==> config.mk <==
export PLATFORM = sky130hd
export DESIGN_NAME = c_drain_ctrl
export DESIGN_NICKNAME = d
export VERILOG_FILES = /design/src/rtl/c_drain_pkg.sv /design/src/rtl/c_drain_fifo.sv /design/src/rtl/c_drain_ctrl.sv
export SDC_FILE = /design/constraint.sdc
export NUM_CORES = 1
export LEC_CHECK = 0
export BUFFER_PORTS_ARGS = -buffer_cell sky130_fd_sc_hd__buf_2
export CAP_MARGIN = 40
export CORE_MARGIN = 1.5
export CORE_UTILIZATION = 57
export DETAILED_ROUTE_END_ITERATION = 16
export HOLD_SLACK_MARGIN = 0.05
export PLACE_DENSITY_LB_ADDON = 0.05
export SLEW_MARGIN = 25
export SYNTH_ARGS = -nofsm -noshare
export SYNTH_HDL_FRONTEND = slang
export SYNTH_SLANG_ARGS = --single-unit
==> constraint.sdc <==
create_clock -name clk -period 3.5 [get_ports clk]
set_input_delay 0.7 -clock clk [delete_from_list [all_inputs] [get_ports clk]]
set_output_delay 0.7 -clock clk [all_outputs]
set_load 0.1 [all_outputs]
==> src/rtl/c_drain_pkg.sv <==
// Shared types and constants for the C result-bank drain sequencer.
package c_drain_pkg;

  localparam int BANK_CNT_WTH = 16;

  typedef enum logic [1:0] {
    IDLE  = 2'd0,
    DRAIN = 2'd1,
    FLUSH = 2'd2
  } c_drain_state_e;

  // The skid FIFO must absorb every read already in the SRAM pipe plus one.
  function automatic bit fifo_depth_ok(int fifo_depth, int rd_delay);
    return fifo_depth >= rd_delay + 1;
  endfunction

endpackage

==> src/rtl/c_drain_fifo.sv <==
// Synchronous first-word-fall-through skid FIFO for drained result words.
// C_DRAIN_TLAST_EN adds a per-entry last bit alongside the data.
module c_drain_fifo #(
  parameter int D_WIDTH    = 64,
  parameter int FIFO_DEPTH = 4,
  localparam int PTR_W     = (FIFO_DEPTH > 1) ? $clog2(FIFO_DEPTH) : 1,
  localparam int CNT_W     = $clog2(FIFO_DEPTH + 1)
) (
  input  logic               clk,
  input  logic               rst,
  input  logic               wr_en,
  input  logic [D_WIDTH-1:0] wr_data,
`ifdef C_DRAIN_TLAST_EN
  input  logic               wr_last,
  output logic               rd_last,
`endif
  input  logic               rd_en,
  output logic [D_WIDTH-1:0] rd_data,
  output logic               empty,
  output logic [CNT_W-1:0]   count
);

  logic [D_WIDTH-1:0] mem [FIFO_DEPTH];
  logic [PTR_W-1:0]   wr_ptr;
  logic [PTR_W-1:0]   rd_ptr;
  logic               full;
  logic               do_rd;

  assign empty   = (count == '0);
  assign full    = (count == CNT_W'(FIFO_DEPTH));
  assign do_rd   = rd_en && !empty;
  assign rd_data = mem[rd_ptr];

  always_ff @(posedge clk) begin
    if (rst) begin
      wr_ptr <= '0;
      rd_ptr <= '0;
      count  <= '0;
    end else begin
      if (wr_en) begin
        wr_ptr <= (wr_ptr == PTR_W'(FIFO_DEPTH - 1)) ? '0 : wr_ptr + PTR_W'(1);
      end
      if (do_rd) begin
        rd_ptr <= (rd_ptr == PTR_W'(FIFO_DEPTH - 1)) ? '0 : rd_ptr + PTR_W'(1);
      end
      case ({wr_en, do_rd})
        2'b10:   count <= count + CNT_W'(1);
        2'b01:   count <= count - CNT_W'(1);
        default: count <= count;
      endcase
    end
  end

  always_ff @(posedge clk) begin
    if (wr_en) mem[wr_ptr] <= wr_data;
  end

`ifdef C_DRAIN_TLAST_EN
  logic last_mem [FIFO_DEPTH];

  assign rd_last = last_mem[rd_ptr];

  always_ff @(posedge clk) begin
    if (wr_en) last_mem[wr_ptr] <= wr_last;
  end
`endif

  // The read-credit scheme upstream must never let a write hit a full FIFO.
  assert property (@(posedge clk) disable iff (rst) !(wr_en && full));

endmodule

==> src/rtl/c_drain_ctrl.sv <==
// Drains the idle C result bank over a valid/ready stream after each bank swap.
// C_DRAIN_TLAST_EN drives m_last on the word at the bank's final address.
module c_drain_ctrl
  import c_drain_pkg::*;
#(
  parameter int D_WIDTH    = 64,
  parameter int ADDR_WTH   = 2,
  parameter int RD_DELAY   = 2,
  parameter int FIFO_DEPTH = 4
) (
  input  logic                    clk,
  input  logic                    rst,
  input  logic                    trigger_in,
  output logic                    rd_en_out,
  output logic [ADDR_WTH-1:0]     rd_addr_out,
  input  logic [D_WIDTH-1:0]      rd_data_in,
  output logic                    m_valid,
  input  logic                    m_ready,
  output logic [D_WIDTH-1:0]      m_data,
  output logic                    m_last,
  output logic                    busy,
  output logic                    overrun,
  output logic [BANK_CNT_WTH-1:0] bank_count,
  output c_drain_state_e          state_dbg
);

  localparam logic [ADDR_WTH-1:0] LAST_ADDR = '1;
  localparam int CNT_W  = $clog2(FIFO_DEPTH + RD_DELAY + 1);
  localparam int FCNT_W = $clog2(FIFO_DEPTH + 1);

  if (!fifo_depth_ok(FIFO_DEPTH, RD_DELAY)) begin : g_depth_check
    $error("c_drain_ctrl: FIFO_DEPTH must be at least RD_DELAY+1");
  end

  c_drain_state_e      state;
  logic                trig_q;
  logic                pending;
  logic [ADDR_WTH-1:0] issue_addr;
  logic [RD_DELAY-1:0] vld_pipe;
  logic [CNT_W-1:0]    inflight_count;
  logic [FCNT_W-1:0]   fifo_count;
  logic                fifo_empty;
  logic                toggle;
  logic                issue;

  assign toggle = (trigger_in != trig_q);
  // Issue only while the FIFO can hold every word already requested.
  assign issue  = (state == DRAIN) &&
                  ((CNT_W'(fifo_count) + inflight_count) < CNT_W'(FIFO_DEPTH));

  assign rd_en_out   = issue;
  assign rd_addr_out = issue_addr;
  assign m_valid     = !fifo_empty;
  assign busy        = (state != IDLE);
  assign state_dbg   = state;

  always_comb begin
    inflight_count = '0;
    for (int i = 0; i < RD_DELAY; i++) begin
      inflight_count = inflight_count + CNT_W'(vld_pipe[i]);
    end
  end

  always_ff @(posedge clk) begin
    if (rst) begin
      state      <= IDLE;
      trig_q     <= 1'b0;
      pending    <= 1'b0;
      overrun    <= 1'b0;
      issue_addr <= '0;
      bank_count <= '0;
    end else begin
      trig_q <= trigger_in;
      // One swap may queue behind the active drain; a further one is lost.
      if (toggle && state != IDLE) begin
        if (pending) overrun <= 1'b1;
        else         pending <= 1'b1;
      end
      case (state)
        IDLE: begin
          if (toggle || pending) begin
            state      <= DRAIN;
            issue_addr <= '0;
            pending    <= toggle && pending;
          end
        end
        DRAIN: begin
          if (issue) begin
            issue_addr <= issue_addr + ADDR_WTH'(1);
            if (issue_addr == LAST_ADDR) state <= FLUSH;
          end
        end
        FLUSH: begin
          if (inflight_count == '0 && fifo_empty) begin
            state      <= IDLE;
            bank_count <= bank_count + BANK_CNT_WTH'(1);
          end
        end
        default: state <= IDLE;
      endcase
    end
  end

  always_ff @(posedge clk) begin
    if (rst) begin
      vld_pipe <= '0;
    end else begin
      vld_pipe[0] <= issue;
      for (int i = 1; i < RD_DELAY; i++) vld_pipe[i] <= vld_pipe[i-1];
    end
  end

`ifdef C_DRAIN_TLAST_EN
  logic [RD_DELAY-1:0] last_pipe;

  always_ff @(posedge clk) begin
    if (rst) begin
      last_pipe <= '0;
    end else begin
      last_pipe[0] <= issue && (issue_addr == LAST_ADDR);
      for (int i = 1; i < RD_DELAY; i++) last_pipe[i] <= last_pipe[i-1];
    end
  end
`endif

  c_drain_fifo #(
    .D_WIDTH    (D_WIDTH),
    .FIFO_DEPTH (FIFO_DEPTH)
  ) u_fifo (
    .clk     (clk),
    .rst     (rst),
    .wr_en   (vld_pipe[RD_DELAY-1]),
    .wr_data (rd_data_in),
`ifdef C_DRAIN_TLAST_EN
    .wr_last (last_pipe[RD_DELAY-1]),
    .rd_last (m_last),
`endif
    .rd_en   (m_ready),
    .rd_data (m_data),
    .empty   (fifo_empty),
    .count   (fifo_count)
  );

`ifndef C_DRAIN_TLAST_EN
  assign m_last = 1'b0;
`endif

endmodule

* Word-level counts from Yosys, hierarchy flattened
Memory sizes are Yosys's and may differ from the RTL's. A register that Yosys moved wholly into a read port is not among the register bits.
Cells that the tools add are included.
** Cells by class
- Reduce and logical (&&, ||, !) cells :: 17
- Muxes and demuxes :: 18
- Equal/unequal tests :: 12
- Add/subtract/negate cells :: 8
- Order comparisons :: 1
** Operators by type and width (count)
- $mux 2 :: 10
- $add 16x1->16 const B :: 1
- $eq 2x2->1 const B :: 5
- $add 2x1->2 const B :: 3
- $logic_not 3->1 :: 2
- $ne 2x2->1 const B :: 3
- $pmux 2 s3 :: 1
- $pmux 3 s2 :: 1
- $reduce_bool 2->1 :: 3
- $logic_and 1x1->1 :: 5
- $mux 1 :: 5
- $eq 2x1->1 const B :: 2
- $pmux 2 s2 :: 1
- $reduce_and 2->1 :: 2
- $reduce_and 4->1 :: 1
- $add 3x1->3 const B :: 1
- $add 3x3->3 :: 1
- $lt 3x3->1 const B :: 1
- $reduce_and 3->1 :: 1
- $sub 3x1->3 const B :: 1
- $add 1x1->2 :: 1
- $logic_not 2->1 :: 1
- $ne 2x1->1 const B :: 1
- $logic_not 1->1 :: 1
- other kinds (2) :: 2
** Word-level totals
- Input port bits :: 68
- Memories kept :: 1
- Output and inout port bits :: 89
- Word-level logic and storage cells :: 67
- Register bits after elaboration :: 32
- Memory bits (writable) :: 256
** Memory list
- u_fifo.mem :: depth 4, bits a word 64, rd ports 1, clocked after Yosys merged registers in 1, write ports 1, line c_drain_fifo.sv:23 : logic [D_WIDTH-1:0] mem [FIFO_DEPTH];

* Longest topological paths before layout
- Word-level depth :: 6
- Gate-level depth with buffers :: 10
- Mapped depth without buffers :: 10

* Hierarchy
A second synthesis with hierarchy kept.
** Second synthesis, totals
- Cells, all modules :: 517
- Area total of the unflattened synthesis :: 10938.0 sq um
** Modules (own cells, without submodules)
- c_drain_fifo :: cells an instance 382, sequential area each 7867.5 sq um, times used 1, area an instance 9763.1 sq um
- c_drain_ctrl :: cells an instance 135, sequential area each 500.5 sq um, times used 1, area an instance 1174.9 sq um

* Least setup slack after synthesis
OpenSTA, ideal clock, no wires.
- Kind :: register -> output
- Start point :: reg state[0], in the netlist state_dbg[0]
- End point :: out rd_en_out
- Data required time :: 2.800 ns
- Buffers on the path :: 0
- Cell stages (with the launch flop) :: 3
- Path slack :: -0.071 ns
- Arrival time :: 2.871 ns
- Path through :: dfxtp_1 -> nand2b_1 -> a31oi_1
** On the way
- Cells in the longest elaborated chain, start to end :: 2
** Ends and longest elaborated chain
- start, declared :: line c_drain_ctrl.sv:35 : c_drain_state_e state;
- start signal, assigned :: line c_drain_ctrl.sv:66 : state <= IDLE;
- start signal, assigned :: line c_drain_ctrl.sv:82 : state <= DRAIN;
- start signal, assigned :: line c_drain_ctrl.sv:90 : if (issue_addr == LAST_ADDR) state <= FLUSH;
- $eq 2x1->1 :: line c_drain_ctrl.sv:48 : assign issue = (state == DRAIN) &&
- $logic_and 1x1->1 :: line c_drain_ctrl.sv:48
- end, declared :: line c_drain_ctrl.sv:14 : output logic rd_en_out,
Every way passes these cells.

* Worst setup path in the final report
- Start point :: reg vld_pipe[1]
- End point :: out rd_en_out
** On the way
- Cells in the longest elaborated chain, start to end :: 4
** Ends and longest elaborated chain
- start, declared :: line c_drain_ctrl.sv:39 : logic [RD_DELAY-1:0] vld_pipe;
- start signal, assigned :: line c_drain_ctrl.sv:106 : vld_pipe <= '0;
- $add 1x1->2 :: line c_drain_ctrl.sv:60 : inflight_count = inflight_count + CNT_W'(vld_pipe[i]);
- $add 3x3->3 :: line c_drain_ctrl.sv:49 : ((CNT_W'(fifo_count) + inflight_count) < CNT_W'(FIFO_DEPTH));
- $lt 3x3->1 :: line c_drain_ctrl.sv:49
- $logic_and 1x1->1 :: line c_drain_ctrl.sv:48
Every way passes these cells.

==> metrics.txt <==
area of the core=18640 µm²; routing usage on met1=0.2515; Worst Path Class, Setup=reg -> out; syn_nets=a little under 600; boundary pin count=between 150 and 200; WL final=between 15000 and 20000 µm; area of the multi-input gates=~2300 µm²; Max Fclk=roughly 310 MHz; Placed Cells=894; Final GP Congestion=roughly 0.8; first-pass GRT wire length=between 30000 and 40000 µm; Die ar.=~20000 µm²; Post-synth top flop=edfxtp_1; M3 GR Usage=0.04959; Area Growth Syn to Fin=20.12%; number of CTS-inserted buffers=30; vias in the first global route=around 5900; largest stage delay on the critical path=0.48 ns; grt peak-use layer=met2; CP delay by family, top=compound AO/OA/AOI/OAI gates; IO buf count=between 150 and 200; Power Density=between 600 and 700 nW/µm²; clock skew=approximately 0.013 ns; Slew HR=0.6071; top cell type's share of synthesized area=0.7116; final worst slack=between 0.2 and 0.25 ns; Iteration-0 DRC Markers=roughly 280; initial core utilization=0.5795; Core Rows=50; #FFs+latches synth=290; Die X=about 140 µm; initial antenna violation count=3; antenna diode count=0; RSZ-0062 raised after global routing=no; Overall Global Routing Usage=0.1987; critical path endpoint category=primary output; status=finished, final reports clean; synth unique cells=38; Max Cap Viol=0; dominant cells by area after synthesis=edfxtp_1 (71%), mux4_2 (13%), dfxtp_1 (6.3%), ha_1 (1.3%), a21oi_1 (0.93%); number of enable flip-flop cells after synthesis=~260; Cell Chain, Critical Path=inv_1 > ha_1 > a311o_1 > a31oi_2 > buf_2; Slew @ Worst Pin=0.5894 ns; setup tns final=0 ns; Tmin final=3.274 ns; Finish-stage setup viols=0; DRC Markers=0; Hold WC Path Type=in -> reg; FF/Latch Area=about 8400 µm²; Avg WL per Cell=20.34 µm; CTS tree=built; fin cells=950; via count=5443; largest net degree at the start of global routing=38; most frequent cells in the layout=edfxtp_1 (256), buf_2 (155), mux4_2 (64); setup bufs post-CTS=0; clock-pin slew on the worst setup and hold paths=0.06 ns; VDD IR-drop max=between 0.4 and 0.5 mV; CTS max path bufs=3; DP HPWL=11870 µm; startpoint types=flop; M2 GR Usage=0.3479; max-slew violations=0; Die Y=between 100 and 150 µm; register area share after synthesis=0.7746; Mapped Area=10800 µm²; CP Max Fanout=7; Tcrit/Tclk final=0.9355; First-pass DRT Iterations=4; CP bufs+invs=2; Yosys top cell by area=edfxtp_1; ys async rst share=0; Post-CTS Resized=0; Fin. Hold Viols=0; clk root buf=clkbuf_16; Ys Warns=0; CP max-delay cell=buf_2; worst reg2reg setup slack=~1.2 ns; GRT overflow=0; layout cells sized above 1=0.3966; TritonCTS Sinks=290; cell count after synthesis=between 500 and 600; required time of the critical path=between 2 and 3 ns; Static Leak=about 4.4 nW; Routed Antenna Nets=0; H-tree depth=1; Post-CTS Hold Fix Bufs=0; via/cell ratio=approximately 5.7; critical path arrival=2.57 ns; pre-CTS WS=0.8103 ns; hold slack final=0.3759 ns; Worst-Skew Late Latency=between 0.5 and 0.6 ns; most common cell after layout, fill and taps aside=edfxtp_1; fill count=~1200; syn avg cell area=approximately 21 µm²; Nets=between 700 and 800
-- worst paths after layout --
path | start | end | cells after the start
max reg2reg | u_fifo.count[0]$_SDFFE_PP0P_ | u_fifo.count[2]$_SDFFE_PP0P_ | 10
max | vld_pipe[1]$_SDFF_PP0_ | rd_en_out | 5
min reg2reg | vld_pipe[0]$_SDFF_PP0_ | vld_pipe[1]$_SDFF_PP0_ | 2
min | rd_data_in[25] | u_fifo.mem[0][25]$_DFFE_PP_ | 1
-- registers in the layout (all words and copies together), names as in the netlist, 2 cells and up, named ones only --
register,cells
state_dbg,2
u_fifo.rd_ptr,2
bank_count,16
rd_addr_out,2
u_fifo.wr_ptr,2
u_fifo.mem,256
vld_pipe,2
u_fifo.count,3
-- layer usage --
layer	part of all wire	wire length, µm	vias to the layer above
li1	-	-	2472
met1	0.40	7779	2763
met2	0.51	9845	171
met3	0.069	1338	33
met4	0.017	331	4
met5	0.0012	24	-
-- cell usage after synthesis (2+ instances only) --
cell        n
o21ai_0     9
clkbuf_1    9
nand2_1    11
and4_1      2
ha_1       11
a31oi_1     2
edfxtp_1  256
and2_1      4
a211oi_1    2
or4_1       4
nand3_1     6
a21oi_1    20
and3_1      2
mux4_2     64
nor3_1      5
nand4_1     4
xor2_1      4
or3_1       8
xnor2_1     4
dfxtp_1    34
inv_1      13
o31ai_1     5
nor2_1     16
buf_2       8
-- power by group --
part	total (mW)	internal [mW]	switching, mW	leakage, nW
Sequential	3.89	3.82	0.0700	2.59
Clock	3.15	1.93	1.23	0.510
Combinational	1.58	0.363	1.22	1.35
Total	8.63	6.11	2.52	4.45
-- final cells by class --
cell class                 count  share of cell area
clock inverter                18             0.01061
sequential                   290              0.6455
multi-input combinational    195              0.1786
clock buffer                  38             0.06827
tap                          234             0.02256
timing repair buffer         162             0.07077
inverter                      13            0.003760
-- stage by stage --
step	util	power, mW	instance area (µm²)
2_1_floorplan	-	5.283	10810
3_3_place_gp	0.6360	5.533	11860
3_5_place_dp	0.6411	5.556	11950
4_1_cts	0.6960	8.713	12980
5_1_grt	0.6960	8.897	12980
6_report	0.6960	8.626	12980
-- worst reg2reg max path, stage by stage (launching register included) --
cell     delay [ns]
dfxtp_1        0.47
nor3_4         0.10
inv_1          0.18
nand2_1        0.14
inv_1          0.08
ha_1           0.18
inv_1          0.07
fa_1           0.37
xor2_1         0.17
or3_1          0.32
a21oi_1        0.15
-- cell families (layout without fill, tap and decap cells) --
| group | Yosys count | in the layout | share of synthesized area |
|---|---|---|---|
| and+or+nand+nor | 69 | 69 | 0.03602 |
| DFF | 290 | 290 | 0.7746 |
| other | 1 | 1 | 0.0003471 |
| buffers and inverters | 32 | 231 | 0.01239 |
| AOI/OAI and AO/OA | 40 | 40 | 0.02120 |
| xor gates and xnor gates | 8 | 8 | 0.006485 |
| adders and majority gates | 12 | 12 | 0.01459 |
| muxes | 65 | 65 | 0.1344 |
(Power assumes the default switching activity.)
